--- config.mk ---
export PLATFORM = sky130hd
export DESIGN_NAME = gate_ref_unit
export DESIGN_NICKNAME = d
export VERILOG_FILES = /design/src/rtl/gate_sweep_checker_pkg.sv /design/src/rtl/gate_sweep_checker_ref_unit.sv
export SDC_FILE = /design/constraint.sdc
export NUM_CORES = 1
export LEC_CHECK = 0
export ABC_AREA = 0
export CORE_AREA = 2 2 39 41
export DETAILED_ROUTE_END_ITERATION = 10
export DIE_AREA = 0 0 41 43
export GPL_TIMING_DRIVEN = 0
export MAX_ROUTING_LAYER = met4
export PLACE_DENSITY = 0.35
export REMOVE_ABC_BUFFERS = 1
export SYNTH_ARGS = -nofsm -noshare
export SYNTH_HDL_FRONTEND = slang
export SYNTH_SLANG_ARGS = --single-unit
--- constraint.sdc ---
create_clock -name vclk -period 1.23
set_input_delay 0.1845 -clock vclk [all_inputs]
set_output_delay 0.1845 -clock vclk [all_outputs]
set_load 0.01 [all_outputs]
--- src/rtl/gate_sweep_checker_pkg.sv ---
// rtl/gate_sweep_checker_pkg.sv - op encodings, FSM states and reference gate function
package gate_chk_pkg;

  localparam int GATE_MAX_W = 8;

  typedef enum logic [2:0] {
    OP_AND  = 3'd0,
    OP_OR   = 3'd1,
    OP_NAND = 3'd2,
    OP_NOR  = 3'd3,
    OP_XOR  = 3'd4,
    OP_XNOR = 3'd5,
    OP_NOT  = 3'd6,
    OP_BUF  = 3'd7
  } op_e;

  typedef enum logic [2:0] {
    S_IDLE  = 3'd0,
    S_DRIVE = 3'd1,
    S_WAIT  = 3'd2,
    S_CHECK = 3'd3,
    S_DONE  = 3'd4
  } state_e;

  // Operates at the widest supported width; callers zero-extend and slice.
  function automatic logic [GATE_MAX_W-1:0] gate_ref(input op_e op,
                                                     input logic [GATE_MAX_W-1:0] a,
                                                     input logic [GATE_MAX_W-1:0] b);
    logic [GATE_MAX_W-1:0] r;
    case (op)
      OP_AND:  r = a & b;
      OP_OR:   r = a | b;
      OP_NAND: r = ~(a & b);
      OP_NOR:  r = ~(a | b);
      OP_XOR:  r = a ^ b;
      OP_XNOR: r = ~(a ^ b);
      OP_NOT:  r = ~a;
      default: r = a;
    endcase
    return r;
  endfunction

endpackage

--- src/rtl/gate_sweep_checker_ref_unit.sv ---
// rtl/gate_sweep_checker_ref_unit.sv - combinational reference gate, WIDTH bits wide
module gate_ref_unit
  import gate_chk_pkg::*;
#(
  parameter int WIDTH = 1
) (
  input  op_e              op,
  input  logic [WIDTH-1:0] a,
  input  logic [WIDTH-1:0] b,
  output logic [WIDTH-1:0] y
);
  logic [GATE_MAX_W-1:0] full;
  logic                  unused_hi;

  assign full      = gate_ref(op, GATE_MAX_W'(a), GATE_MAX_W'(b));
  assign y         = full[WIDTH-1:0];
  assign unused_hi = ^full;
endmodule

Word level (Yosys, flattened, before mapping)
Cells that the tools add are included.
{"block": "totals", "reg_bits": 0, "inputBits": 5, "output_inout_bits": 1, "word_cells": 15}
{"block": "classes", "eq_ne": 6, "mux": 1, "n_bitwise": 7, "n_reduce_logical": 1}
{"cell": "$eq A3 B3 Y1 const B", "n": 3}
{"cell": "$pmux W1 S7", "n": 1}
{"cell": "$eq A3 B2 Y1 const B", "n": 2}
{"cell": "$not A1 Y1", "n": 4}
{"cell": "$eq A3 B1 Y1 const B", "n": 1}
{"cell": "$logic_not A3 Y1", "n": 1}
{"cell": "$and A1 B1 Y1", "n": 1}
{"cell": "$or A1 B1 Y1", "n": 1}
{"cell": "$xor A1 B1 Y1", "n": 1}

Longest topological paths before layout
{"block": "logic_depth", "ltp_word": 3, "mapped_depth": 5, "ltp_nobuf": 5}

Worst setup path after synthesis
OpenSTA, ideal clock, no wires.
{"block": "synth_path", "kind": "input -> output", "start": "in a", "end": "out y", "arrival_time_ps": 877, "required_ps": 1046, "path_slack_ps": 169, "path_stages": 5, "path_buffers": 0, "path_cell_list": "inv_1 > ha_1 > xor2_1 > a2bb2oi_1 > nand3b_1"}
{"block": "synth_between", "elab_chain_cells": 3, "elab_cells_between_ends": 8, "classes_between": "mux: 1; bitwise: 7"}
{"item": "start: declaration", "line_no": "gate_sweep_checker_ref_unit.sv:8", "rtl": "input logic [WIDTH-1:0] a,"}
{"item": "$xor A1 B1 Y1, or another cell as far along", "line_no": "gate_sweep_checker_pkg.sv:35, gate_sweep_checker_pkg.sv:36"}
{"item": "$not A1 Y1, on equally long branches", "line_no": "gate_sweep_checker_pkg.sv:36, gate_sweep_checker_pkg.sv:33, gate_sweep_checker_pkg.sv:34"}
{"item": "$pmux W1 S7 *", "line_no": "gate_sweep_checker_pkg.sv:30", "rtl": "case (op)"}
{"item": "end: declaration", "line_no": "gate_sweep_checker_ref_unit.sv:10", "rtl": "output logic [WIDTH-1:0] y"}
Every way passes the cells marked *; elsewhere a longest branch is shown, timed or not.

Worst setup path after layout
Ends and elaborated chain as after synthesis.

==> summary.txt <==
Synth
  – Synth cell count leaders: 2 x ha_1, 2 x inv_1, 2 x nand2_1, 2 x xor2_1
  – Syn_area_per_cell: 6.65 µm²
  – Top cells by area, synth: ha_1 24%, xor2_1 16%, a2bb2oi_1 8.2%
  – Yosys warns: 0
  – Area leader, netlist: ha_1
  – Post-synthesis cell type count: 12
  – Post-synth top area share: 23.5%
  – Post-synthesis sequential area ratio: 0%
  – Post-synthesis instance area: 106 µm²
  – Syn Inst Count: 16

Power and ir drop
  – Pwr dens: 296 nW/µm²
  – Power Total: 0.0634 mW
  – P_leak: 0.0883 nW
  – Peak supply drop: 0.0792 mV

Setup path
  – Req. time, crit path: 1050 ps
  – Crit path cell chain: buf_8 -> ha_4 -> or2_1 -> a21oi_1 -> nand3b_1 -> buf_2
  – Critical path's slowest cell: or2_1
  – Top Family by Delay on Critical Path: simple AND/OR/NAND/NOR gates
  – Critical path class: input pin to output pin
  – Slowest cell delay on critical path: 240 ps
  – CP Max Fanout: 3
  – Startpoint types: input pin
  – Arrival time at the worst endpoint: 1050 ps
  – Crit. End Element: output pin
  – WP buf/inv: 2

Die
  – Initial Utilization: 7.69%
  – Top-level port count: 6
  – Core area: 1380 µm²
  – Chip width: 41 µm
  – Die Ht: 43 µm
  – Die area: 1760 µm²
  – Site Rows: 14

Detailed routing
  – Drc violations: 0
  – WL/cell: 7.26 µm
  – Vias post-DR: 119
  – Initial DRC count: 0
  – TritonRoute pass-1 iters: 1
  – Antenna viol nets, final: 0
  – Vias per std cell: 3.13
  – Final wirelength: 276 µm

Global route
  – GRT overflow: 0
  – Antenna violations before repair: 0
  – Largest net degree at the start of global routing: 5
  – First-pass GRT wire length: 448 µm
  – Total GRT Usage: 3.38%
  – Vias in the first global route: 126

STA
  – Final setup margin: -6.67 ps
  – Final Slew Violations: 0
  – Fmax: 0.809 GHz
  – Total negative slack: -6.67 ps
  – Final Hold Viols: 0
  – Worst Tran Pin Value: 145 ps
  – Final Setup Violations: 1
  – RSZ-0062 raised after global routing: true
  – Min cycle time layout: 1240 ps
  – Relative slew slack: 90.4%
  – Crit share post-route: 101%
  – Worst hold slack: 849 ps

Placed design
  – Place WS: -868 ps
  – GP Congestion: 0.599
  – Port Buf Inserts: 6
  – Inst Count DP: 38

Min path
  – Hold Path Class: input pin to output pin

Layout
  – Layout Cells excl Fill: 38
  – Share of post-route cells with drive strength above 1: 36.4%
  – N_diodes: 0
  – Nets: 31
  – Filler cell count: 162
  – Area Growth Syn to Fin: 101%
  – Clock buffers: 0
  – Num sequential: 0
  – Sequential Area: 0 µm²

Status
  – Status: finished, violations left
  – Failing checks: negative setup slack

Job
  – MaxCap Viol Count: 0

Clock tree
  – Setup bufs post-CTS: 0
## cell usage in the layout (no fill, tap or decap)
master	count
xor2_1	2
a2bb2oi_1	1
clkbuf_2	1
a21oi_1	1
or2_1	1
buf_8	2
nand2b_1	1
nor2b_1	1
buf_2	1
nor2_1	1
dlygate4sd2_1	2
nand3_1	1
ha_4	2
nand2_1	2
inv_4	2
nand3b_1	1
## where the power goes
part / internal (mW) / total, mW / switching, mW
Combinational: 0.0349 / 0.0634 / 0.0286
Sequential: 0 / 0 / 0
Clock: 0 / 0 / 0
## kinds of logic after synthesis
kind of cell / after synthesis / synth area share (%)
compound gates: 2 / 12.9
xor+xnor: 2 / 16.5
fa+ha+maj: 2 / 23.5
buf+inv: 2 / 7.06
simple gates: 8 / 40.0
## path summary, 6_finish.rpt
| check | startpoint | end | slack, ps | cells past startpoint |
|---|---|---|---|---|
| hold / removal | a | y | 850 | 5 |
| setup / recovery | a | y | -7 | 6 |
## final cells by class
cell class	instances	area [µm²]	share of cell area, %
multi-input cells	14	124	57.9
inverters	2	12.5	5.85
repair buffers	6	57.6	26.9
well taps	16	20.0	9.36
## layer usage
metal / GRT usage, % / share of wire (%) / wire, µm / up-vias
met2: 5.63 / 38 / 104 / 6
met1: 4.75 / 49 / 136 / 49
met3: 0 / 13 / 35 / 0
met4: 0 / 0 / 0 / 0
li1: - / - / - / 64
met5: - / 0 / 0 / -
## stage by stage
step                area [µm²]  utilization (%)
floorplan                  106                -
global placement           186             13.5
detailed placement         186             13.5
CTS                        215             15.6
global route               214             15.5
finish                     214             15.5
## what timing repair did
item                                    4_1_cts  5_1_grt
endpoints found under the setup margin        1        1
hold buffers                                  0        0
pin swaps                                     5        3
resized for setup                            27        2
No activity file was read; power rests on OpenSTA's default activity.
